[src/rtl/frame_source_sel_pkg.sv]
// Shared display-path definitions: mux state encoding and source-index helpers.
package frame_source_sel_pkg;

    typedef enum logic {
        RUN   = 1'b0,
        DRAIN = 1'b1
    } selState_t;

    // Width of a source index covering NUM_BUF buffers plus the blank source.
    function automatic int unsigned srcIdxW(input int unsigned numBuf);
        return (numBuf < 1) ? 1 : $clog2(numBuf + 1);
    endfunction

    // The blank source always sits one past the last buffer index.
    function automatic int unsigned blankIdx(input int unsigned numBuf);
        return numBuf;
    endfunction

endpackage

[src/rtl/frame_source_sel_onehot_decode.sv]
// One-hot decode of a {buffer, blank} source request into a source index.
module sel_onehot_decode
    import frame_source_sel_pkg::*;
#(
    parameter int unsigned NUM_BUF = 2
) (
    input  logic [NUM_BUF-1:0]                SelBuf,
    input  logic                              SelBlank,
    output logic                              req_ok,
    output logic [srcIdxW(NUM_BUF)-1:0]       req_idx
);

    localparam int unsigned IDX_W = srcIdxW(NUM_BUF);

    // Legal only with exactly one request bit set; index defaults to blank.
    always_comb begin
        req_ok  = ($countones({SelBuf, SelBlank}) == 1);
        req_idx = IDX_W'(blankIdx(NUM_BUF));
        for (int unsigned k = 0; k < NUM_BUF; k++) begin
            if (SelBuf[k]) req_idx = IDX_W'(k);
        end
    end

endmodule

[src/rtl/frame_source_sel.sv]
// Frame-input source multiplexer with valid/ready handshake and
// frame-boundary source switching through a drain state.
module frame_source_sel
    import frame_source_sel_pkg::*;
#(
    parameter int unsigned     DATA_W    = 8,
    parameter int unsigned     NUM_BUF   = 2,
    parameter logic [DATA_W-1:0] BLANK_VAL = '0
) (
    input  logic                          Clk,
    input  logic                          Reset,
    input  logic [NUM_BUF-1:0]            SelBuf,
    input  logic                          SelBlank,
    input  logic                          FrameSync,
    input  logic [NUM_BUF*DATA_W-1:0]     BufData,
    input  logic [NUM_BUF-1:0]            BufValid,
    output logic [NUM_BUF-1:0]            BufReady,
    output logic [DATA_W-1:0]             FrameIn,
    output logic                          FrameValid,
    input  logic                          FrameReady,
    output logic [srcIdxW(NUM_BUF)-1:0]   ActiveSrc,
    output logic                          SelErr
);

    localparam int unsigned      IDX_W = srcIdxW(NUM_BUF);
    localparam logic [IDX_W-1:0] BLANK = IDX_W'(blankIdx(NUM_BUF));

    selState_t        state;
    logic [IDX_W-1:0] pending;
    logic             reqOk;
    logic [IDX_W-1:0] reqIdx;
    logic             slotFree;
    logic [DATA_W-1:0] selData;
    logic             selValid;

    sel_onehot_decode #(.NUM_BUF(NUM_BUF)) uDecode (
        .SelBuf  (SelBuf),
        .SelBlank(SelBlank),
        .req_ok  (reqOk),
        .req_idx (reqIdx)
    );

    // Output slot can take a beat when empty or being consumed this cycle.
    always_comb slotFree = !FrameValid || FrameReady;

    // Route the active source; blank is the default and is always valid.
    always_comb begin
        BufReady = '0;
        selData  = BLANK_VAL;
        selValid = 1'b1;
        for (int unsigned k = 0; k < NUM_BUF; k++) begin
            if (ActiveSrc == IDX_W'(k)) begin
                selData     = BufData[k*DATA_W +: DATA_W];
                selValid    = BufValid[k];
                BufReady[k] = (state == RUN) && slotFree;
            end
        end
    end

    // Request capture, output register and RUN/DRAIN switching.
    always_ff @(posedge Clk or posedge Reset) begin
        if (Reset) begin
            state      <= RUN;
            pending    <= BLANK;
            ActiveSrc  <= BLANK;
            FrameIn    <= '0;
            FrameValid <= 1'b0;
            SelErr     <= 1'b0;
        end else begin
            if (reqOk) pending <= reqIdx;
            SelErr <= !reqOk;
            case (state)
                RUN: begin
                    if (slotFree) begin
                        FrameValid <= selValid;
                        if (selValid) FrameIn <= selData;
                    end
                    if (FrameSync && (pending != ActiveSrc)) state <= DRAIN;
                end
                DRAIN: begin
                    if (slotFree) begin
                        FrameValid <= 1'b0;
                        ActiveSrc  <= pending;
                        state      <= RUN;
                    end
                end
            endcase
        end
    end

endmodule

[config.mk]
export PLATFORM = sky130hd
export DESIGN_NAME = frame_source_sel
export DESIGN_NICKNAME = d
export VERILOG_FILES = /design/src/rtl/frame_source_sel_pkg.sv /design/src/rtl/frame_source_sel_onehot_decode.sv /design/src/rtl/frame_source_sel.sv
export SDC_FILE = /design/constraint.sdc
export NUM_CORES = 1
export LEC_CHECK = 0
export ABC_AREA = 0
export CAP_MARGIN = 20
export CORE_UTILIZATION = 44
export CTS_CLUSTER_DIAMETER = 200
export CTS_CLUSTER_SIZE = 8
export DETAILED_ROUTE_END_ITERATION = 12
export PLACE_DENSITY_LB_ADDON = 0.15
export REMOVE_ABC_BUFFERS = 1
export SYNTH_ARGS = -nofsm -noshare
export SYNTH_HDL_FRONTEND = slang
export SYNTH_SLANG_ARGS = --single-unit
[constraint.sdc]
create_clock -name Clk -period 3.87 [get_ports Clk]
set_clock_uncertainty 0.05 [all_clocks]
set_input_delay 0.387 -clock Clk [delete_from_list [all_inputs] [get_ports Clk]]
set_output_delay 0.387 -clock Clk [all_outputs]
set_load 0.01 [all_outputs]
==> run_results.csv, run 1 <==
group,metric,value,unit
synthesis,ys_warn_count,0,
worst_setup_path,arrival,2.10,ns
finish,antenna_cells,0,
finish,layout_commonest_cell,"clkdlybuf4s50_1",
synthesis,synth_simple_gate_area_share,12.7,%
worst_setup_path,crit_fanout,11,
timing,hold_violations,0,
global_routing,grt-ovfl-total,0,
floorplan,dieArea,0.00226,mm^2
drt,wl_per_cell,12.0,um
placed_design,gp_congestion,0.650,
drt,num_vias,725,
worst_setup_path,path_class,"in -> out",
synthesis,synth_area_leaders,"dfrtp_1, o31ai_2, mux2i_1, nor3b_1, dfstp_2",
timing,fin_setup_tns,0,ns
worst_setup_path,cp.required,3.43,ns
synthesis,synthAdderAreaFrac,6.30,%
power_and_ir_drop,total_power,0.895,mW
cts,h-tree-depth,1,
finish,drive_gt1_share,14.4,%
synthesis,syn_area_per_cell,11.1,um^2
worst_setup_path,start_kind,"input pin",
synthesis,seq_area_frac_synth,41.4,%
drt,drc,0,
power_and_ir_drop,max-vdd-ir-drop,371,uV
run,drv_cap,0,
synthesis,synth_enable_flop_cells,0,
timing,setup_violations,0,
worst_setup_path,endpoint_kind,"output pin",
timing,slew_headroom,56.5,%
power_and_ir_drop,leakagePower,0.541,nW
global_routing,grt_use_total,17.0,%
placed_design,portBuffers,38,
synthesis,synth_largest_area_cell,"dfrtp_1",
placed_design,dp_hpwl,1.28,mm
timing,layout_min_cycle_time,2.53,ns
drt,drt_iter0_markers,3,
cts,ctsHoldBuffers,0,
synthesis,syn_inst,82,
timing,worst_slack,1.34,ns
synthesis,synthMuxAreaShare,14.0,%
synthesis,synth_top_family_by_area,"compound AO/OA/AOI/OAI gates",
global_routing,grt_pass1_vias,637,
timing,final_max_slew_viol_count,0,
synthesis,synth_top_area_share,35.6,%
timing,max_clock_freq,0.395,GHz
synthesis,synth-xor-area-share,1.92,%
drt,drt_wl_total,1.74,mm
floorplan,io_pins,39,
global_routing,grt_antenna_before_repair,0,
floorplan,rows,16,
floorplan,fp.dieW,47.6,um
synthesis,synth-seq-cells,15,
power_and_ir_drop,powerDensity,680,mW/mm^2
finish,syn2layout_area_growth,44.0,%
drt,routed_via_density,5.00,
placed_design,place_ws,1.34,ns
drt,first_pass_iters,3,
hold_path,hp-class,"in -> async",
cts,clock_latency,0.28,ns
cts,post_cts_buffers,0,
drt,ant_nets,0,
synthesis,netlist_area,913,um^2
worst_setup_path,worstPathCellList,"clkdlybuf4s50_1 -> nand2b_1 -> nand2b_1 -> nor3b_1 -> clkdlybuf4s50_1",
timing,rsz0062_at_grt,"no",
floorplan,fp.coreArea,0.00196,mm^2
synthesis,synth-compound-area-share,17.8,%
cts,cts_resized,0,
timing,tightest_slew,0.653,ns
cts,cts_made_buffers,3,
finish,num-nets-final,148,
floorplan,start_util,46.6,%
finish,mostFrequentLayoutCells,"clkdlybuf4s50_1, dfrtp_1, mux2i_1, nor3b_1",
floorplan,die_y,47.6,um
global_routing,grt_pass1_wl,2.64,mm
cts,clock_sinks,15,
status,status,"finished clean",
worst_setup_path,cp_slowest_cell,"clkdlybuf4s50_1",
cts,cts_root_buf,"clkbuf_4",
cts,clk_pin_slew_worst_paths,0.09,ns
cts,cts_buffer_depth,2,
global_routing,grt_max_degree,23,
synthesis,synth_ff_type,"dfrtp_1",
timing,period_share,65.5,%
worst_setup_path,max_stage_delay,0.57,ns
cts,cts_tree,"done",
synthesis,ys_types,23,
synthesis,async_reset_ff_share,100,%
## registers in the layout, summed over array words and instances, names as in the netlist
signal,count
ActiveSrc,2
SelErr,1
pending,2
FrameIn,8
state,1
FrameValid,1
## layout make-up
cell class,count,area (um^2)
Fill cell,164,647
Multi-Input combinational cell,57,482
Clock buffer,4,26.3
Sequential cell,15,378
Inverter,4,15.0
Tap cell,27,33.8
Timing Repair Buffer,38,380
## cell usage after synthesis, types with 3 or more instances
| cell | n |
|---|---|
| inv_1 | 4 |
| ha_1 | 3 |
| mux2i_1 | 9 |
| a21oi_1 | 8 |
| nor3b_1 | 9 |
| dfrtp_1 | 13 |
| o21ai_0 | 3 |
| o31ai_2 | 8 |
| nand2_1 | 4 |
## report_power, final
part	internal (mW)	switching, mW
sequential	0.233	0.108
clock	0.0400	0.0481
combinational	0.280	0.185
total	0.553	0.342
## cell families after synthesis
group                      Yosys count
buffers and inverters               10
AOI/OAI and AO/OA                   20
xor gates and xnor gates             2
adders and majority gates            4
DFF                                 15
muxes                               12
and+or+nand+nor                     19
## stage by stage
stage | util, % | instance area (um^2) | hold WS (ns) | instances
global placement | 65.7 | 1290 | 0.428 | 141
finish | 67.0 | 1320 | 0.417 | 145
global route | 67.0 | 1320 | 0.476 | 145
detailed placement | 65.7 | 1290 | 0.433 | 141
floorplan | - | 875 | 0.237 | 76
CTS | 67.0 | 1320 | 0.434 | 145
## worst max-delay path, delay by kind of cell
family | cells | cell delay [ns]
simple gates | 3 | 0.69
buf+inv | 2 | 1.02
## path summary, 6_finish.rpt
kind / startpoint / endpoint / slack (ns) / cells after the start
worst max-delay path: FrameReady / BufReady[1] / 1.34 / 5
worst min-delay path: Reset / FrameIn[3] / 0.42 / 2
worst max register to register: ActiveSrc[0] / FrameIn[5] / 2.17 / 3
worst min register to register: pending[1] / pending[1] / 0.44 / 2
max in group asynchronous: Reset / pending[0] / 2.97 / 2
min in group Clk: pending[1] / pending[1] / 0.44 / 2
## routing by layer
metal	track usage, %	wire, um	up-vias
li1	-	-	362
met1	21.9	791	336
met2	27.4	826	25
met3	2.26	100	2
met4	10.0	19	0
met5	0	0	-
Power figures use the tool's default switching activity.
==> run 2: changes to the inputs <==
Settings changed: CORE_UTILIZATION 44 to 37.
Clock period 3.87 ns to 2.2 ns, I/O delays scaled along.
==> run_results.csv, run 2 (synthesis results as in run 1) <==
group,metric,value,unit
status,status,"finished clean",
timing,worst_slack,0.203,ns
cts,clock_latency,0.27,ns
cts,clock_sinks,15,
power_and_ir_drop,netSwitchingFraction,38.4,%
cts,h-tree-depth,1,
cts,clk_pin_slew_worst_paths,0.09,ns
worst_setup_path,critPathTopFamily,"buffers and inverters",
worst_setup_path,cp.required,1.93,ns
timing,setup_violations,0,
cts,cts_made_buffers,3,
floorplan,rows,17,
drt,ant_nets,0,
floorplan,fp.dieW,51.7,um
worst_setup_path,start_kind,"input pin",
power_and_ir_drop,p_sw,0.627,mW
finish,final_area,0.00134,mm^2
drt,num_vias,751,
placed_design,dp_hpwl,1.44,mm
worst_setup_path,cp_num_buf_inv,2,
worst_setup_path,crit_fanout,4,
finish,layout_commonest_cell,"clkdlybuf4s50_1",
finish,mostFrequentLayoutCells,"clkdlybuf4s50_1, dfrtp_1, mux2i_1, nor3b_1",
power_and_ir_drop,p_clk_share,9.5,%
worst_setup_path,max_stage_delay,0.57,ns
global_routing,grt_pass1_vias,707,
finish,reg.largest.list,"FrameIn: 8 flops, ActiveSrc: 2 flops, pending: 2 flops",
drt,drt_wl_total,1.91,mm
drt,wl_per_cell,12.8,um
placed_design,dp_cells,145,
placed_design,place_ws,0.199,ns
global_routing,grt_max_degree,20,
finish,drive_gt1_share,16.5,%
floorplan,fp.coreArea,0.00228,mm^2
timing,fin_setup_tns,0,ns
cts,cts_buffer_depth,2,
finish,utilization,58.8,%
power_and_ir_drop,seqPwrFrac,32.3,%
cts,cts_resized,0,
worst_setup_path,endpoint_kind,"output pin",
drt,drt_iter0_markers,8,
run,drv_cap,0,
timing,slew_headroom,61.1,%
worst_setup_path,worstPathCellList,"clkdlybuf4s50_1 -> nand2b_1 -> nand2b_1 -> nor3b_1 -> clkdlybuf4s50_1",
finish,final_cell_count_no_fill,149,
power_and_ir_drop,p_comb_share,58.2,%
timing,fin_hold_ws,0.247,ns
worst_setup_path,path_class,"in -> out",
power_and_ir_drop,leakagePower,0.556,nW
timing,layout_min_cycle_time,2.00,ns
timing,rsz0062_at_grt,"no",
floorplan,dieArea,0.00267,mm^2
timing,max_clock_freq,0.501,GHz
power_and_ir_drop,powerDensity,1220,mW/mm^2
global_routing,grt_use_total,16.7,%
placed_design,portBuffers,38,
power_and_ir_drop,total_power,1.63,mW
worst_setup_path,cp_slowest_cell,"clkdlybuf4s50_1",
finish,largest_reg_flops,8,
cts,cts_tree,"done",
finish,antenna_cells,0,
power_and_ir_drop,internal_power,1.00,mW
drt,drc,0,
finish,syn2layout_area_growth,46.6,%
cts,ctsHoldBuffers,0,
floorplan,die_y,51.7,um
worst_setup_path,arrival,1.73,ns
drt,first_pass_iters,3,
placed_design,postPlaceCellArea,0.00131,mm^2
global_routing,grt_antenna_before_repair,0,
drt,routed_via_density,5.04,
timing,period_share,90.8,%
finish,num-nets-final,151,
finish,top_register,"FrameIn",
timing,hold_violations,0,
cts,cts_root_buf,"clkbuf_4",
floorplan,start_util,40.1,%
global_routing,grt-ovfl-total,0,
global_routing,grt_pass1_wl,3.23,mm
placed_design,gp_congestion,0.715,
hold_path,hp-class,"in -> async",
cts,post_cts_buffers,0,
timing,final_max_slew_viol_count,0,
floorplan,io_pins,39,
power_and_ir_drop,max-vdd-ir-drop,571,uV
timing,tightest_slew,0.582,ns
-- run 2: power by group through the flow --
stage | Clock (mW) | Sequential [mW] | Combinational, mW
after detailed placement | 0 | 0.533 | 0.956
after floorplan | 0 | 0.619 | 0.436
final | 0.155 | 0.527 | 0.949
after CTS | 0.159 | 0.528 | 0.960
after global routing | 0.173 | 0.552 | 1.03
after global placement | 0 | 0.528 | 0.937
-- run 2: final timing paths --
path                         startpoint      endpoint  slack (ns)  cells past startpoint
min reg2reg                  pending[1]    pending[1]        0.44                      2
min in group Clk             pending[1]    pending[1]        0.44                      2
max reg2reg                ActiveSrc[0]    FrameIn[1]        0.65                      3
max in group asynchronous         Reset  ActiveSrc[0]        1.47                      2
max                          FrameReady   BufReady[1]        0.20                      5
min                               Reset    FrameIn[3]        0.25                      2
-- run 2: area by class of cell --
type	count	area [um^2]
Inverter	4	15.0
Tap cell	28	35.0
Timing Repair Buffer	41	403
Clock buffer	4	26.3
Fill cell	194	937
Multi-Input combinational cell	57	482
Sequential cell	15	378
-- run 2: layer usage --
metal	vias up	track usage, %	wire (um)
met5	-	0	0
met4	0	9.46	44
met3	4	1.75	79
met2	23	29.7	978
met1	356	19.3	807
li1	368	-	-
==> run 3: changes to the inputs <==
Settings changed: SLEW_MARGIN set to 20.
==> results of run 3 <==
Final layout, timing and power as in run 2 (identical DEF).
